## config.mk

```make
export PLATFORM = sky130hd
export DESIGN_NAME = prog_loader
export DESIGN_NICKNAME = d
export VERILOG_FILES = /design/src/rtl/prog_loader.sv
export SDC_FILE = /design/constraint.sdc
export NUM_CORES = 1
export LEC_CHECK = 0
export ABC_AREA = 1
export BUFFER_PORTS_ARGS = -buffer_cell sky130_fd_sc_hd__buf_4
export CAP_MARGIN = 20
export CORE_MARGIN = 3
export CORE_UTILIZATION = 35
export CTS_CLUSTER_SIZE = 8
export DETAILED_ROUTE_END_ITERATION = 10
export GPL_TIMING_DRIVEN = 0
export PLACE_DENSITY = 0.51
export REMOVE_ABC_BUFFERS = 1
export SYNTH_ARGS = -nofsm -noshare
export SYNTH_HDL_FRONTEND = slang
export SYNTH_SLANG_ARGS = --single-unit
```

## constraint.sdc

```tcl
create_clock -name clk -period 2.28 [get_ports clk]
set_input_delay 0.228 -clock clk [delete_from_list [all_inputs] [get_ports clk]]
set_output_delay 0.228 -clock clk [all_outputs]
set_load 0.02 [all_outputs]
```

## src/rtl/prog_loader.sv

```systemverilog
// Streams little-endian bytes into 32-bit words and writes them to instruction memory while holding the CPU.
// Write strobe follows each 4th byte handshake by one cycle; byte_ready drops outside RECV (no byte buffering).
module prog_loader #(
  parameter int DEPTH_WORDS = 64,
  parameter int CNT_W       = 7
) (
  input  logic             clk,
  input  logic             reset,
  input  logic             start,
  input  logic [CNT_W-1:0] num_words,
  input  logic             abort,
  input  logic             byte_valid,
  input  logic [7:0]       byte_data,
  output logic             byte_ready,
  output logic             imem_we,
  output logic [31:0]      imem_addr,
  output logic [31:0]      imem_wdata,
  output logic             cpu_hold,
  output logic             busy,
  output logic             done,
  output logic             err
);

  typedef enum logic [1:0] {IDLE, RECV, WRITE, DONE} state_t;

  state_t           state;
  logic [CNT_W-1:0] word_cnt;
  logic [CNT_W-1:0] word_idx;
  logic [1:0]       byte_cnt;
  logic [31:0]      asm_word;
  logic             we_q;

  logic hs;
  logic num_ok;
  logic last_word;

  assign hs        = byte_valid & byte_ready;
  assign num_ok    = (num_words != '0) && (32'(num_words) <= 32'(DEPTH_WORDS));
  assign last_word = ((word_idx + CNT_W'(1)) == word_cnt);

  // abort must suppress the strobe in the very cycle it arrives
  assign imem_we = we_q & ~abort;

  always_ff @(posedge clk or negedge reset) begin
    if (!reset) begin
      state      <= IDLE;
      word_cnt   <= '0;
      word_idx   <= '0;
      byte_cnt   <= '0;
      asm_word   <= '0;
      we_q       <= 1'b0;
      imem_addr  <= '0;
      imem_wdata <= '0;
      byte_ready <= 1'b0;
      busy       <= 1'b0;
      done       <= 1'b0;
      err        <= 1'b0;
      cpu_hold   <= 1'b1;
    end else begin
      case (state)
        IDLE, DONE: begin
          if (start) begin
            done <= 1'b0;
            if (num_ok) begin
              state      <= RECV;
              word_cnt   <= num_words;
              word_idx   <= '0;
              byte_cnt   <= '0;
              asm_word   <= '0;
              err        <= 1'b0;
              byte_ready <= 1'b1;
              busy       <= 1'b1;
              cpu_hold   <= 1'b1;
            end else begin
              state <= IDLE;
              err   <= 1'b1;
            end
          end
        end

        RECV: begin
          if (abort) begin
            state      <= IDLE;
            err        <= 1'b1;
            byte_ready <= 1'b0;
            busy       <= 1'b0;
            we_q       <= 1'b0;
            byte_cnt   <= '0;
            asm_word   <= '0;
          end else if (hs) begin
            asm_word[8*byte_cnt +: 8] <= byte_data;
            byte_cnt                  <= byte_cnt + 2'd1;
            if (byte_cnt == 2'd3) begin
              state      <= WRITE;
              byte_ready <= 1'b0;
              we_q       <= 1'b1;
              imem_addr  <= 32'(word_idx) << 2;
              imem_wdata <= {byte_data, asm_word[23:0]};
            end
          end
        end

        WRITE: begin
          we_q <= 1'b0;
          if (abort) begin
            state    <= IDLE;
            err      <= 1'b1;
            busy     <= 1'b0;
            byte_cnt <= '0;
            asm_word <= '0;
          end else if (last_word) begin
            state    <= DONE;
            done     <= 1'b1;
            busy     <= 1'b0;
            cpu_hold <= 1'b0;
          end else begin
            state      <= RECV;
            word_idx   <= word_idx + CNT_W'(1);
            byte_cnt   <= '0;
            asm_word   <= '0;
            byte_ready <= 1'b1;
          end
        end

        default: state <= IDLE;
      endcase
    end
  end

endmodule

```

# Word level (Yosys, flattened, before mapping)
# Cells that the tools add are included.
[word_totals]
out_inout_bits = 70
ff_bits = 95
[op_classes]
add_sub_neg = 3
reduce_logical = 18
n_mux = 54
n_shift = 2
n_bitwise = 3
order_cmp = 1
eq_ne = 16
[op_table]
columns = ["op", "n"]
rows = [
  ["two-way mux 32 bit", 6],
  ["one-hot mux 32 bit (3 select lines)", 1],
  ["negation 5 -> 34 bit", 1],
  ["variable shift 8 x 34 -> 32 bit (first input constant)", 1],
  ["variable part select 8 x 34 -> 32 bit", 1],
  ["bitwise mux 32 bit", 1],
  ["two-way mux 7 bit", 4],
  ["two-way mux 2 bit", 12],
  ["two-way mux 1 bit", 21],
  ["AND reduction 4 bit", 4],
  ["one-hot mux 7 bit (2 select lines)", 1],
  ["!= test 2 bit (second input constant)", 6],
  ["!= test 3 bit (second input constant)", 4],
  ["one-hot mux 2 bit (3 select lines)", 2],
  ["AND reduction 5 bit", 2],
  ["AND reduction 3 bit", 3],
  ["one-hot mux 1 bit (2 select lines)", 4],
  ["adder 7 x 1 -> 7 bit (second input constant)", 1],
  ["== test 7 bit", 1],
  ["<= comparator 7 bit (second input constant)", 1],
  ["nonzero test 7 bit", 1],
  ["== test 2 bit (second input constant)", 3],
  ["one-hot mux 1 bit (3 select lines)", 2],
  ["AND reduction 6 bit", 1],
  ["10 further kinds", 13],
]

# Longest topological paths before layout
[depth]
ltp_word = 6
mapped_depth = 14
mapped_depth_nobuf = 14

# Least setup slack after synthesis
# Ideal clock, no wire load.
[synth_path]
path_type = "register to register"
from = "register word_idx[0]"
to = "register asm_word[15]"
stages_incl_launch_ff = 13
t_arrival_ns = 1.752
setup_time_ns = 0.118
required_ns = 2.162
slack_ns = 0.410
synth_period_minus_slack_ns = 1.870
cell_sequence = "dfrtp_1 -> ha_1 -> xor2_1 -> nor2_1 -> nand2_1 -> inv_1 -> nand2_1 -> nor2_4 -> nand3_2 -> buf_6 -> buf_6 -> nand4_1 -> nand2_1"
[synth_via]
elab_chain_len = 4
[synth_rtl]
columns = ["element", "line_no", "source"]
rows = [
  ["start, declared", "28", "logic [CNT_W-1:0] word_idx;"],
  ["start signal, assigned", "118", "word_idx <= word_idx + CNT_W'(1);"],
  ["adder 7 x 1 -> 7 bit", "39", "assign last_word = ((word_idx + CNT_W'(1)) == word_cnt);"],
  ["== test 7 bit", "39", ""],
  ["!= test 3 bit (no line)", "--", ""],
  ["AND reduction 4 bit (no line)", "--", ""],
  ["end signal, assigned by index", "91", "asm_word[8*byte_cnt +: 8] <= byte_data;"],
  ["end, declared", "30", "logic [31:0] asm_word;"],
]
# No other way between the ends.
# A chain may end at the register's enable or synchronous reset.

# Worst setup path after layout
[layout_path]
from = "register state[0]"
to = "register byte_cnt[0]"
[layout_via]
elab_chain_len = 4
elab_cells_between_ends = 11
[layout_rtl]
columns = ["element", "line_no", "source"]
rows = [
  ["start, declared", "26", "state_t state;"],
  ["start signal, assigned", "46", "state <= IDLE;"],
  ["start signal, assigned", "65", "state <= RECV;"],
  ["start signal, assigned", "75", "state <= IDLE;"],
  ["== test 2 bit / zero test 2 bit (equally long branches)", "60", "case (state)"],
  ["OR reduction 2 bit", "60", ""],
  ["!= test 2 bit (no line)", "--", ""],
  ["AND reduction 4 bit (no line)", "--", ""],
  ["end signal, assigned", "92", "byte_cnt <= byte_cnt + 2'd1;"],
  ["end, declared", "29", "logic [1:0] byte_cnt;"],
]
# Parallel ways exist; a longest one is shown, timed or not.

==> results by group <==
Status
  – Status: finished clean

Layout
  – Filler cell count: ~1200
  – Fin util: 44.42%
  – Nets: 588
  – Share of cells above drive strength 1: a little over a quarter
  – ANT cells: 0
  – Final Cell Area: approximately 5400 µm²
  – Area delta synth->final: 23.54%
  – Layout Cells excl Fill: between 700 and 800

Synthesis
  – Yosys reg bits: 87
  – Cell Area, Synth: between 4000 and 5000 µm²
  – Ys async rst share: 100.0%
  – Area leader, netlist: dfrtp_1
  – Top post-synthesis cells by area: dfrtp_1 50%, nand2_1 12%, mux2_2 6.8%
  – Count leader, synth: nand2_1
  – Syn_area_per_cell: about 8.9 µm²
  – Register area share after synthesis: about half
  – Yosys cell types: 32
  – Synthesis Warnings: 0
  – Ys flop type: dfrtp_1
  – Post-Syn Instances: 490
  – Synth top cells by count: 139 x nand2_1, 86 x dfrtp_1, 42 x inv_1
  – Share of the synthesized area in the top cell type: between 40% and 50%
  – Post-synth EDFFs: 0

Pwr
  – Max VDD drop: about 0.5 mV
  – Power Total: about 6.2 mW
  – Leak: between 2 and 3 nW
  – Total power divided by cell area: 1148 nW/µm²

Run
  – Max Cap Viol: 0

STA
  – Period minus WS final: between 2000 and 2500 ps
  – Setup ws final: 198.6 ps
  – Worst-margin pin slew: between 500 and 600 ps
  – Clock skew: between 7 and 8 ps
  – Max-slew headroom: around 66%
  – # setup viols final: 0
  – Final Cycle Share: between 90% and 100%
  – RSZ-0062 raised after global routing: no
  – FMAX: 0.4805 GHz
  – Final slew viol count: 0
  – Hold Vio Cnt, Final: 0

Placed design
  – Area of placed instances: 4877 µm²
  – Port bufs: 64
  – Final HPWL DP: between 6 and 7 mm
  – Placed Cells: 706
  – Pre-CTS WS: -375.6 ps
  – Final Wtd Congestion: ~0.83

Floorplanning
  – Ports: 90
  – Full die area: ~14000 µm²
  – Cell Rows: 40
  – Die Ht: 117.3 µm
  – Area of the core: around 12000 µm²
  – Die Wd: 117.3 µm
  – Initial core utilization: between 30% and 40%

Clock network
  – Clk Latency, worst-skew pair: 350 ps
  – Num CTS Buffers: 9
  – CTS root buffer: clkbuf_16
  – Clk pin slew, worst setup/hold paths: roughly 60 ps
  – CTS tree: yes
  – Num Clock Sinks: between 80 and 90
  – CTS Buffer Depth: 2
  – Htree depth: 3

Detailed routing
  – Drt total wl: roughly 10 mm
  – Via Count: ~3400
  – Vias per inst: 4.577
  – WL per Instance: 13.60 µm
  – Antenna Nets Post-Route: 0
  – DRT iter0 DRCs: 160
  – DR pass1 iterations: 4
  – # DRC: 0

Worst hold path
  – Hold crit path type: primary input to register

Setup path
  – CP required: around 2500 ps
  – Critical Path AT: 2330 ps
  – Max FO, Critical Path: 8
  – Crit end category: register
  – CP startpoint kind: register
  – CP Class: register to register

GRT
  – Vias in the first global route: approximately 3200
  – Gr usage total: between 10% and 20%
  – Initial antenna violation count: 0
  – Grt ovf: 0
  – Pin count of the biggest net entering global routing: between 50 and 60
  – First-pass GRT wire length: roughly 16 mm
[sequential cells by signal, summed over array words and instances, names as in the netlist]
signal,count
asm_word,24
busy,1
byte_cnt,2
byte_ready,1
cpu_hold,1
done,1
err,1
imem_addr,7
imem_wdata,32
state,2
we_q,1
word_cnt,7
word_idx,7
[per-stage QoR]
stage,TNS (ps),hold slack (ps)
finish,0,99.41
global route,0,132.9
CTS,-1311,100.6
detailed placement,-7091,239.7
global placement,-35160,455.3
floorplan,-2053,-67.59
[critical path, cell delays in order, from the launching register on]
cell	delay, ps
dfrtp_1	360
inv_1	60
ha_2	360
inv_1	110
nor2_2	150
inv_2	70
o211ai_1	90
buf_4	180
clkinvlp_4	170
buf_4	220
nand2_2	90
nand2_1	50
o21ai_0	80
[power breakdown]
group / switching, mW / leakage, nW / internal, mW / total (mW)
registers: 0.209 / 1.17 / 1.89 / 2.10
logic: 1.72 / 1.45 / 0.949 / 2.67
clock network: 0.611 / 0.124 / 0.766 / 1.38
total: 2.54 / 2.74 / 3.61 / 6.15
[layout by cell type, fill, tap and decap left out, drive strengths merged, types with 2 or more instances in the layout]
cell	n
clkbuf	11
nand2	143
buf	73
nand3	28
nor2	37
clkinvlp	5
or2	2
a21oi	2
o211ai	2
conb	25
nor3	6
ha	8
inv	43
mux2	26
nand4	27
o21ai	33
dfrtp	86
[metal layers]
metal	wire length, µm	up-vias	track usage (%)
met5	0	-	0
met4	154	0	5.205
met3	368	14	3.038
met2	4574	71	21.93
met1	4854	1572	20.38
li1	-	1693	-
[layout make-up]
| class | count | area, µm² | area share (%) |
|---|---|---|---|
| Clock buffer | 11 | 242.7 | 4.531 |
| Clock inverter | 4 | 31.28 | 0.5838 |
| Inverter | 44 | 168.9 | 3.153 |
| Multi-Input combinational cell | 343 | 1913 | 35.71 |
| Sequential cell | 87 | 2181 | 40.71 |
| Tap cell | 168 | 210.2 | 3.923 |
| Timing Repair Buffer | 74 | 603.1 | 11.26 |
| Timing Repair inverter | 1 | 7.507 | 0.1401 |
[worst paths after layout]
kind	from	cells past startpoint	to	slack, ps
max	state[0]	12	byte_cnt[0]	200
min	num_words[2]	3	word_cnt[2]	100
max reg2reg	state[0]	12	byte_cnt[0]	200
min reg2reg	asm_word[4]	2	asm_word[4]	470
max in group asynchronous	reset	3	cpu_hold	1190
min in group asynchronous	reset	2	imem_wdata[22]	400
[kinds of logic after synthesis]
family	share of synthesized area, %
AOI/OAI and AO/OA	4.905
xor gates and xnor gates	0.2020
adders and majority gates	2.308
buffers and inverters	10.50
DFF	50.23
muxes	6.751
other	0.08647
and+or+nand+nor	25.01
[repair_timing]
| item | CTS | global route |
|---|---|---|
| resized for setup | 5 | 18 |
| pin swaps | 1 | 4 |
| hold endpoints to repair | 37 | 0 |
| endpoints found under the setup margin | 32 | 59 |
| setup buffers | 3 | 4 |
| hold buffers | 1 | 0 |
| cloned | 1 | 2 |
Note: power is estimated with default switching activity, not from simulation.
